## config.mk

```make
export PLATFORM = sky130hd
export DESIGN_NAME = kb_scancode_decoder_flat
export DESIGN_NICKNAME = d
export VERILOG_FILES = /design/src/rtl/kb_scancode_decoder_if.sv /design/src/rtl/kb_scancode_decoder.sv /design/src/flat_wrapper.sv
export SDC_FILE = /design/constraint.sdc
export NUM_CORES = 1
export LEC_CHECK = 0
export ABC_AREA = 1
export CAP_MARGIN = 10
export CORE_MARGIN = 4
export CORE_UTILIZATION = 52
export DETAILED_ROUTE_END_ITERATION = 16
export HOLD_SLACK_MARGIN = 0.03
export PLACE_DENSITY = 0.77
export SLEW_MARGIN = 20
export SYNTH_ARGS = -nofsm -noshare
export SYNTH_HDL_FRONTEND = slang
export SYNTH_SLANG_ARGS = --single-unit
```

## constraint.sdc

```tcl
create_clock -name i_clk -period 1.75 [get_ports i_clk]
set_clock_uncertainty 0.1 [all_clocks]
set_input_delay 0.35 -clock i_clk [delete_from_list [all_inputs] [get_ports i_clk]]
set_output_delay 0.35 -clock i_clk [all_outputs]
set_load 0.03 [all_outputs]
```

## src/rtl/kb_scancode_decoder_if.sv

```systemverilog
// ---------------------------------------------------------------------------
// kb_scancode_decoder_if
// Byte stream from the PS/2 receive stage into the scan-code decoder, and the
// decoded key events / keyboard state coming back out.
//   i_keycode      : scan-code byte, qualified by i_ready
//   i_ready        : one-cycle strobe per received byte
//   o_key_code     : base code of the last completed event
//   o_key_extended : last event was E0-prefixed
//   o_key_break    : last event was F0-prefixed (release)
//   o_key_valid    : one-cycle strobe per completed event
//   o_ascii        : ASCII of the last printable make event
//   o_ascii_valid  : one-cycle strobe for printable make events
//   o_shift        : either Shift key held
//   o_led_status   : {Caps, Num, Scroll}
// master = byte source / event consumer, slave = decoder.
// ---------------------------------------------------------------------------
interface kb_scancode_decoder_if;
  logic [7:0] i_keycode;
  logic       i_ready;
  logic [7:0] o_key_code;
  logic       o_key_extended;
  logic       o_key_break;
  logic       o_key_valid;
  logic [7:0] o_ascii;
  logic       o_ascii_valid;
  logic       o_shift;
  logic [2:0] o_led_status;

  modport master (
    output i_keycode, i_ready,
    input  o_key_code, o_key_extended, o_key_break, o_key_valid,
           o_ascii, o_ascii_valid, o_shift, o_led_status
  );

  modport slave (
    input  i_keycode, i_ready,
    output o_key_code, o_key_extended, o_key_break, o_key_valid,
           o_ascii, o_ascii_valid, o_shift, o_led_status
  );
endinterface

```

## src/rtl/kb_scancode_decoder.sv

```systemverilog
// ---------------------------------------------------------------------------
// kb_scancode_decoder
// Turns the set-2 scan-code byte stream into complete key events (base code,
// E0 flag, F0 flag), tracks Shift and the Caps/Num/Scroll lock keys, maps a
// printable subset to ASCII and drives the LED status vector.
// Ports:
//   i_clk   : system clock
//   i_rst_n : asynchronous active-low reset
//   kb      : byte input / event output bundle (slave side)
// Parameter:
//   TIMEOUT_CYCLES : idle cycles after a prefix byte before it is dropped
// ---------------------------------------------------------------------------
module kb_scancode_decoder #(
  parameter int TIMEOUT_CYCLES = 2_000_000
) (
  input  logic                 i_clk,
  input  logic                 i_rst_n,
  kb_scancode_decoder_if.slave kb
);

  localparam int CNT_W = (TIMEOUT_CYCLES > 2) ? $clog2(TIMEOUT_CYCLES) : 1;
  localparam logic [CNT_W-1:0] CNT_LAST = CNT_W'(TIMEOUT_CYCLES - 1);

  typedef enum logic [1:0] {IDLE, EXT, BRK, EXT_BRK} state_t;

  state_t           state, state_nxt;
  logic [CNT_W-1:0] cnt;
  logic             emit, ev_ext, ev_brk;
  logic             is_e0, is_f0, is_discard;
  logic             lshift_held, rshift_held;
  logic             caps_held, num_held, scroll_held;
  logic [7:0]       key_code, ascii;
  logic             key_ext, key_brk, key_valid, ascii_valid;
  logic [2:0]       led;
  logic [8:0]       map;

  // Returns {printable, ascii}; case comes from the state before this event.
  function automatic logic [8:0] ascii_map(input logic [7:0] code,
                                           input logic shift, input logic caps);
    logic [4:0] idx;
    logic       is_letter;
    idx       = 5'd0;
    is_letter = 1'b1;
    ascii_map = 9'd0;
    case (code)
      8'h1C: idx = 5'd0;   8'h32: idx = 5'd1;   8'h21: idx = 5'd2;
      8'h23: idx = 5'd3;   8'h24: idx = 5'd4;   8'h2B: idx = 5'd5;
      8'h34: idx = 5'd6;   8'h33: idx = 5'd7;   8'h43: idx = 5'd8;
      8'h3B: idx = 5'd9;   8'h42: idx = 5'd10;  8'h4B: idx = 5'd11;
      8'h3A: idx = 5'd12;  8'h31: idx = 5'd13;  8'h44: idx = 5'd14;
      8'h4D: idx = 5'd15;  8'h15: idx = 5'd16;  8'h2D: idx = 5'd17;
      8'h1B: idx = 5'd18;  8'h2C: idx = 5'd19;  8'h3C: idx = 5'd20;
      8'h2A: idx = 5'd21;  8'h1D: idx = 5'd22;  8'h22: idx = 5'd23;
      8'h35: idx = 5'd24;  8'h1A: idx = 5'd25;
      default: is_letter = 1'b0;
    endcase
    if (is_letter) begin
      ascii_map = {1'b1, ((shift ^ caps) ? 8'h41 : 8'h61) + {3'b000, idx}};
    end else begin
      case (code)
        8'h45: ascii_map = {1'b1, shift ? 8'h29 : 8'h30};
        8'h16: ascii_map = {1'b1, shift ? 8'h21 : 8'h31};
        8'h1E: ascii_map = {1'b1, shift ? 8'h40 : 8'h32};
        8'h26: ascii_map = {1'b1, shift ? 8'h23 : 8'h33};
        8'h25: ascii_map = {1'b1, shift ? 8'h24 : 8'h34};
        8'h2E: ascii_map = {1'b1, shift ? 8'h25 : 8'h35};
        8'h36: ascii_map = {1'b1, shift ? 8'h5E : 8'h36};
        8'h3D: ascii_map = {1'b1, shift ? 8'h26 : 8'h37};
        8'h3E: ascii_map = {1'b1, shift ? 8'h2A : 8'h38};
        8'h46: ascii_map = {1'b1, shift ? 8'h28 : 8'h39};
        8'h29: ascii_map = {1'b1, 8'h20};
        8'h5A: ascii_map = {1'b1, 8'h0D};
        8'h66: ascii_map = {1'b1, 8'h08};
        default: ascii_map = 9'd0;
      endcase
    end
  endfunction

  assign is_e0 = (kb.i_keycode == 8'hE0);
  assign is_f0 = (kb.i_keycode == 8'hF0);
  // Controller replies, self-test results, Pause lead-in and error codes.
  assign is_discard = (kb.i_keycode == 8'h00) || (kb.i_keycode == 8'hAA) ||
                      (kb.i_keycode == 8'hE1) || (kb.i_keycode == 8'hEE) ||
                      (kb.i_keycode == 8'hFA) || (kb.i_keycode == 8'hFE) ||
                      (kb.i_keycode == 8'hFF);

  assign map = ascii_map(kb.i_keycode, lshift_held | rshift_held, led[2]);

  // Prefix decode for the byte presented this cycle.
  always_comb begin
    state_nxt = state;
    emit      = 1'b0;
    ev_ext    = 1'b0;
    ev_brk    = 1'b0;
    if (kb.i_ready && !is_discard) begin
      case (state)
        IDLE: begin
          if (is_e0)      state_nxt = EXT;
          else if (is_f0) state_nxt = BRK;
          else            emit = 1'b1;
        end
        EXT: begin
          if (is_f0)       state_nxt = EXT_BRK;
          else if (!is_e0) begin emit = 1'b1; ev_ext = 1'b1; state_nxt = IDLE; end
        end
        BRK: begin
          if (!is_e0 && !is_f0) begin emit = 1'b1; ev_brk = 1'b1; state_nxt = IDLE; end
        end
        default: begin
          if (!is_e0 && !is_f0) begin
            emit = 1'b1; ev_ext = 1'b1; ev_brk = 1'b1; state_nxt = IDLE;
          end
        end
      endcase
    end
  end

  always_ff @(posedge i_clk or negedge i_rst_n) begin
    if (!i_rst_n) begin
      state       <= IDLE;
      cnt         <= '0;
      key_code    <= 8'h00;
      key_ext     <= 1'b0;
      key_brk     <= 1'b0;
      key_valid   <= 1'b0;
      ascii       <= 8'h00;
      ascii_valid <= 1'b0;
      lshift_held <= 1'b0;
      rshift_held <= 1'b0;
      caps_held   <= 1'b0;
      num_held    <= 1'b0;
      scroll_held <= 1'b0;
      led         <= 3'b000;
    end else begin
      key_valid   <= 1'b0;
      ascii_valid <= 1'b0;
      if (kb.i_ready) begin
        // A byte always wins over a coincident timeout expiry.
        cnt   <= '0;
        state <= state_nxt;
        if (emit) begin
          key_code  <= kb.i_keycode;
          key_ext   <= ev_ext;
          key_brk   <= ev_brk;
          key_valid <= 1'b1;
          if (!ev_ext) begin
            case (kb.i_keycode)
              8'h12: lshift_held <= !ev_brk;
              8'h59: rshift_held <= !ev_brk;
              // Lock LEDs toggle only on the first make, not typematic repeats.
              8'h58: begin
                if (!ev_brk && !caps_held) led[2] <= ~led[2];
                caps_held <= !ev_brk;
              end
              8'h77: begin
                if (!ev_brk && !num_held) led[1] <= ~led[1];
                num_held <= !ev_brk;
              end
              8'h7E: begin
                if (!ev_brk && !scroll_held) led[0] <= ~led[0];
                scroll_held <= !ev_brk;
              end
              default: ;
            endcase
            if (!ev_brk && map[8]) begin
              ascii       <= map[7:0];
              ascii_valid <= 1'b1;
            end
          end
        end
      end else if (state != IDLE) begin
        if (cnt == CNT_LAST) begin
          state <= IDLE;
          cnt   <= '0;
        end else begin
          cnt <= cnt + 1'b1;
        end
      end else begin
        cnt <= '0;
      end
    end
  end

  assign kb.o_key_code     = key_code;
  assign kb.o_key_extended = key_ext;
  assign kb.o_key_break    = key_brk;
  assign kb.o_key_valid    = key_valid;
  assign kb.o_ascii        = ascii;
  assign kb.o_ascii_valid  = ascii_valid;
  assign kb.o_shift        = lshift_held | rshift_held;
  assign kb.o_led_status   = led;

endmodule

```

## src/flat_wrapper.sv

```systemverilog
// flat-port wrapper written by rule: the top's interface ports become plain ports
module kb_scancode_decoder_flat 
#(
  parameter int TIMEOUT_CYCLES = 2_000_000
)
  (i_clk, i_rst_n, kb_i_keycode, kb_i_ready, kb_o_key_code, kb_o_key_extended, kb_o_key_break, kb_o_key_valid, kb_o_ascii, kb_o_ascii_valid, kb_o_shift, kb_o_led_status);
  kb_scancode_decoder_if kb_i ();
  input  logic i_clk;
  input  logic i_rst_n;
  input wire logic [$bits(kb_i.i_keycode)-1:0] kb_i_keycode;
  input wire logic [$bits(kb_i.i_ready)-1:0] kb_i_ready;
  output wire logic [$bits(kb_i.o_key_code)-1:0] kb_o_key_code;
  output wire logic [$bits(kb_i.o_key_extended)-1:0] kb_o_key_extended;
  output wire logic [$bits(kb_i.o_key_break)-1:0] kb_o_key_break;
  output wire logic [$bits(kb_i.o_key_valid)-1:0] kb_o_key_valid;
  output wire logic [$bits(kb_i.o_ascii)-1:0] kb_o_ascii;
  output wire logic [$bits(kb_i.o_ascii_valid)-1:0] kb_o_ascii_valid;
  output wire logic [$bits(kb_i.o_shift)-1:0] kb_o_shift;
  output wire logic [$bits(kb_i.o_led_status)-1:0] kb_o_led_status;
  assign kb_i.i_keycode = kb_i_keycode;
  assign kb_i.i_ready = kb_i_ready;
  assign kb_o_key_code = kb_i.o_key_code;
  assign kb_o_key_extended = kb_i.o_key_extended;
  assign kb_o_key_break = kb_i.o_key_break;
  assign kb_o_key_valid = kb_i.o_key_valid;
  assign kb_o_ascii = kb_i.o_ascii;
  assign kb_o_ascii_valid = kb_i.o_ascii_valid;
  assign kb_o_shift = kb_i.o_shift;
  assign kb_o_led_status = kb_i.o_led_status;
  kb_scancode_decoder #(.TIMEOUT_CYCLES(TIMEOUT_CYCLES)) u_core (.i_clk(i_clk), .i_rst_n(i_rst_n), .kb(kb_i));
endmodule
```

# After elaboration in Yosys (flattened, before gate mapping)
# Index checks and enable logic that the tools add are counted.
# totals
elab_cells	166
mem_bits_ro	0
mem_count	0
latchBits	0
ram_bits	0
out_inout_bits	24
register_bits	51
# classes
mux	45
n_div	0
n_mul	0
n_addsub	2
n_eq_ne	59
shift	0
reduce_logical	38
bitwise_logic	6
n_lt_le_gt_ge	0
# op_table
cell	count
$eq A8 B6 Y1 const B	23
$pmux W5 S25	1
$pmux W9 S13	1
$eq A8 B7 Y1 const B	13
$eq A8 B5 Y1 const B	8
$eq A8 B8 Y1 const B	8
$mux W21	3
$mux W5	8
$reduce_or A26 Y1	1
$reduce_and A4 Y1	6
$add A21 B1 Y21 const B	1
$eq A21 B21 Y1 const B	1
$mux W2	9
$mux W1	16
$reduce_and A5 Y1	3
$mux W7	2
$mux W9	1
$add A8 B5 Y8	1
$logic_not A8 Y1	1
$logic_not A1 Y1	7
$logic_and A1 B1 Y1	6
$logic_or A1 B1 Y1	6
$mux W6	1
$reduce_and A6 Y1	1
15 further kinds	22

# Depth between registers and ports, before layout
# logic_depth
word_depth	16
mapped_depth	16
ltp_nobuf	16

# Least setup slack after synthesis
# OpenSTA, ideal clock, no wires.
# synth_timing
path_type	input to register
from	input kb_i_keycode[6]
to	register u_core.ascii[4], in the netlist u_core.kb.o_ascii[4]
path_stages	15
setup_slack_ps	-97
required_time_ps	1533
setup_time_ps	117
t_arrival_ps	1630
n_path_buf	1
path_cell_list	inv_1 nand2_2 nor2_1 buf_6 nand2_1 nand2_1 nor2_1 nand2_1 ha_1 inv_1 nor2_1 nor3_1 nand3_1 nand2_1 nand2_1
# synth_between
elab_chain_cells	13
# synth_lines
item	line_no	text
start: declaration	flat_wrapper.sv:10	input wire logic [$bits(kb_i.i_keycode)-1:0] kb_i_keycode;
branches (longest 13 deep; another with $add A8 B5 Y8)	--	
end signal: assignment	kb_scancode_decoder.sv:166	ascii <= map[7:0];
end: declaration	kb_scancode_decoder.sv:32	logic [7:0] key_code, ascii;
# Several ways; the timed one is not identified.
# A chain may end at the register's enable or synchronous reset.

# Final worst setup path
# layout_timing
from	register u_core.cnt[1]
to	register u_core.cnt[18]
# layout_between
elab_chain_cells	4
# layout_lines
item	line_no	text
start: declaration	kb_scancode_decoder.sv:27	logic [CNT_W-1:0] cnt;
start signal: assignment	kb_scancode_decoder.sv:176	cnt <= cnt + 1'b1;
$add A21 B1 Y21 or $eq A21 B21 Y1 (tied branches)	kb_scancode_decoder.sv:176, kb_scancode_decoder.sv:172	
$mux W21 (*)	kb_scancode_decoder.sv:172	if (cnt == CNT_LAST) begin
$mux W21 (*)	kb_scancode_decoder.sv:171	end else if (state != IDLE) begin
$mux W21 (*)	kb_scancode_decoder.sv:137	if (kb.i_ready) begin
# Mark *: on every way between the ends. The rest lies on a longest branch, timed or not.

==> results.md <==
- Failing checks: setup timing
- DR vias/cell: 5.866
- Drt drc: 0
- R2r setup slk: -120 ps
- Num CTS Buffers: 5
- Startpoint Class: register
- Worst min path class: primary input to register
- Wire per inst: 17.83 um
- Cell family with most CP delay: simple AND/OR/NAND/NOR gates
- First-pass DRT Iterations: 5
- Clk slew on worst S/H paths: 120 ps
- CTS tree: yes
- Total Routing Usage GR: 0.2673
- Core ar.: 6350 um^2
- Worst hold slack: 312.0 ps
- Std cell rows: 29
- Period utilisation layout: 1.067
- Most used cell, CP: nand3_4
- Vias in the first global route: 3868
- Num Clock Sinks: 51
- Slew at the pin closest to its max-slew limit: 427.7 ps
- Layout cells sized above 1: 0.4277
- Num ports: 35
- Syn-to-layout area delta: 61.61%
- Critical path class: register to register
- Compound-Gate Fraction of Synth Area: 0.09541
- Critical Path Slowest Stage Cell: dfrtp_1
- Antenna violation net count after detailed routing: 0
- Yosys warns: 0
- Async S/R FF share, synth: 1.000
- Largest net degree at the start of global routing: 52
- Fmax: 0.5356 GHz
- Ant diodes: 0
- Avg Cell Area, Syn: 6.725 um^2
- Initial core utilization: 0.5369
- Initial antenna violation count: 0
- Worst-skew pair later-pin latency: 320 ps
- Hold Crit Start: kb_i_keycode[1]
- Crit path cell chain: ha_2, nand3_4, nor2_4, nand3_4, nor3_2, nand2_1, nand2_2, buf_6, a21oi_1, o21a_1
- Synth area leaders: dfrtp_1 37%, nand2_1 17%, nor2_1 8.1%
- Root Buffer: clkbuf_8
- Maxcap violations: 0
- Final setup vio count: 29
- Combinational family with the most area after synthesis: simple AND/OR/NAND/NOR gates
- Hpwl dp: 7031 um
- Yosys reg bits: 51
- # H-tree levels: 2
- Fraction of the mapped netlist area in adder cells: 0.007339
- Width of the die: 88.98 um
- Xor/xnor share of the synthesized area: 0.01798
- Worst EP required: 1880 ps
- Crit path time final: 1867 ps
- Synthesized area: 3410 um^2
- Unrepaired setup endpoints after global routing: yes
- Slew headroom: 0.7149
- Hold Path End: u_core.kb.o_key_code[1]
- Port-buffer cells: 34
- FF-to-FF End: u_core.cnt[18]
- Most frequent cell after synthesis: nand2_1
- Max incr delay on CP: 390 ps
- Cell taking the most area after synthesis: dfrtp_1
- Crit Path Max Fanout: 10
- CP endpoint kind: register
- Leakage: 2.838 nW
- Post-Synthesis Cells: 507
- Die height: 88.98 um
- Ys flop type: dfrtp_1
- Gpl congestion: 0.9852
- Sequential fraction of the synthesis area: 0.3743
- Final nets: 683
- PnR worst setup slack: -116.9 ps
- DRT iter0 DRCs: 403
- Library cells used by synthesis: 32
- Global-route wire length before repair: 16910 um
- Final Slew Violations: 0
- Status: complete, but fails checks
- WHS Path Cells: 4
- Clock buffer depth: 2
- Post-synthesis simple-gate area fraction: 0.4206
- Reg2reg path depth: 10
- Top cell type's share of synthesized area: 0.3743
- Syn_nets: 520
- Reg-to-Reg Start: u_core.cnt[1]
- Die area: 7917 um^2
- Worst VDD drop: 0.7266 mV
- Tot Pwr: 3.396 mW
- EDFF count, synth: 0
- Final WL: 13340 um
- Most frequent cells after synthesis: 156 x nand2_1, 74 x nor2_1, 55 x inv_1
- Pwr dens: 616.4 nW/um^2
- Critical Path AT: 2000 ps
- Via count: 4388
- Fin. Hold Viols: 0
- Mux contribution to synthesized area: 0
- Congestion Overflow GR: 0
- WP buf/inv: 1
## kinds of logic after synthesis
logic type / count (synthesis)
AO/OA/AOI/OAI: 62
buffers and inverters: 67
adder cells (fa/ha/maj): 2
flip-flops: 51
XOR/XNOR: 7
AND/OR/NAND/NOR: 318
## routing by layer
| metal | up-vias | GRT usage | part of all wire | routed length (um) |
|---|---|---|---|---|
| li1 | 1953 | - | - | - |
| met1 | 2087 | 0.3302 | 0.37 | 4985 |
| met2 | 271 | 0.4811 | 0.51 | 6750 |
| met3 | 77 | 0.03779 | 0.076 | 1009 |
| met4 | 0 | 0.08390 | 0.044 | 591 |
| met5 | - | 0 | 0 | 0 |
## worst min-delay path: cells and delay by family
family | cells | cell delay [ps]
AO/OA/AOI/OAI | 1 | 50
buffers and inverters | 3 | 290
## cell type report
cell class                      count  area, um^2
Multi-Input combinational cell    392        2441
Timing Repair Buffer              159        1338
Sequential cell                    51        1277
Fill cell                         309       839.6
Inverter                           61       260.3
Tap cell                           77       96.34
Clock buffer                        5       68.82
Clock inverter                      3       28.78
## worst max path at each step
stage	startpoint	depth (start not counted)	end	slack, ps
after floorplan	u_core.cnt[0]	10	u_core.cnt[14]	-30
after global placement	kb_i_keycode[6]	14	u_core.kb.o_ascii[4]	-720
after detailed placement	kb_i_keycode[6]	12	u_core.kb.o_ascii[0]	-790
after CTS	u_core.cnt[1]	10	u_core.cnt[14]	0.3
after global routing	u_core.cnt[1]	10	u_core.cnt[18]	-220
final	u_core.cnt[1]	10	u_core.cnt[18]	-120
## state kept, by name, summed over array words and instances (netlist names)
signal / count
u_core.cnt: 21
u_core.kb.o_ascii: 8
u_core.kb.o_key_code: 8
u_core.kb.o_led_status: 3
u_core.state: 2
u_core.caps_held: 1
u_core.kb.o_ascii_valid: 1
u_core.kb.o_key_break: 1
u_core.kb.o_key_extended: 1
u_core.kb.o_key_valid: 1
u_core.lshift_held: 1
u_core.num_held: 1
u_core.rshift_held: 1
u_core.scroll_held: 1
## report_power, final
group	switching [mW]	leakage [nW]	total [mW]	internal, mW
Sequential	0.106	0.680	1.39	1.28
Clock	0.473	0.0502	0.771	0.298
Combinational	0.771	2.11	1.24	0.465
Total	1.35	2.84	3.40	2.05
## through the flow
stage	setup TNS (ps)	instances	utilization	cell area [um^2]	setup WS, ps
2_1_floorplan	-121.9	507	-	3476	-32.51
5_1_grt	-4276	748	0.8678	5510	-220.9
4_1_cts	0	729	0.7697	4887	0.3016
3_5_place_dp	-21660	708	0.7273	4618	-791.0
6_report	-1142	748	0.8678	5510	-116.9
3_3_place_gp	-19410	708	0.7273	4618	-717.4
## layout by cell type (no fill, tap or decap), types with 2 or more instances in the layout
cell type and instances:
a21oi_1 18, buf_12 4, buf_2 3, buf_4 108, buf_6 17, clkbuf_4 2, clkbuf_8 5, clkinv_4 2
dfrtp_1 50, dlygate4sd2_1 22, inv_1 47, inv_2 6, inv_4 6, nand2_1 110, nand2_2 42, nand2_4 15
nand2_8 3, nand3_1 17, nand3_2 11, nand3_4 5, nand3b_1 5, nand4_1 12, nor2_1 47, nor2_2 14
nor2_4 21, nor3_1 8, nor3_2 3, nor3_4 3, nor4_1 3, o21ai_0 13, o21ai_1 20, o21ai_2 5
o21ai_4 2, xor2_1 6
## repair_timing
action / in CTS / in global routing
resized for setup: 99 / 140
hold endpoints to repair: 51 / 0
endpoints found under the setup margin: 70 / 48
cloned: 3 / 0
pin swaps: 26 / 52
hold buffers: 1 / 0
setup buffers: 10 / 21
Note: power is estimated with default switching activity, not from simulation.
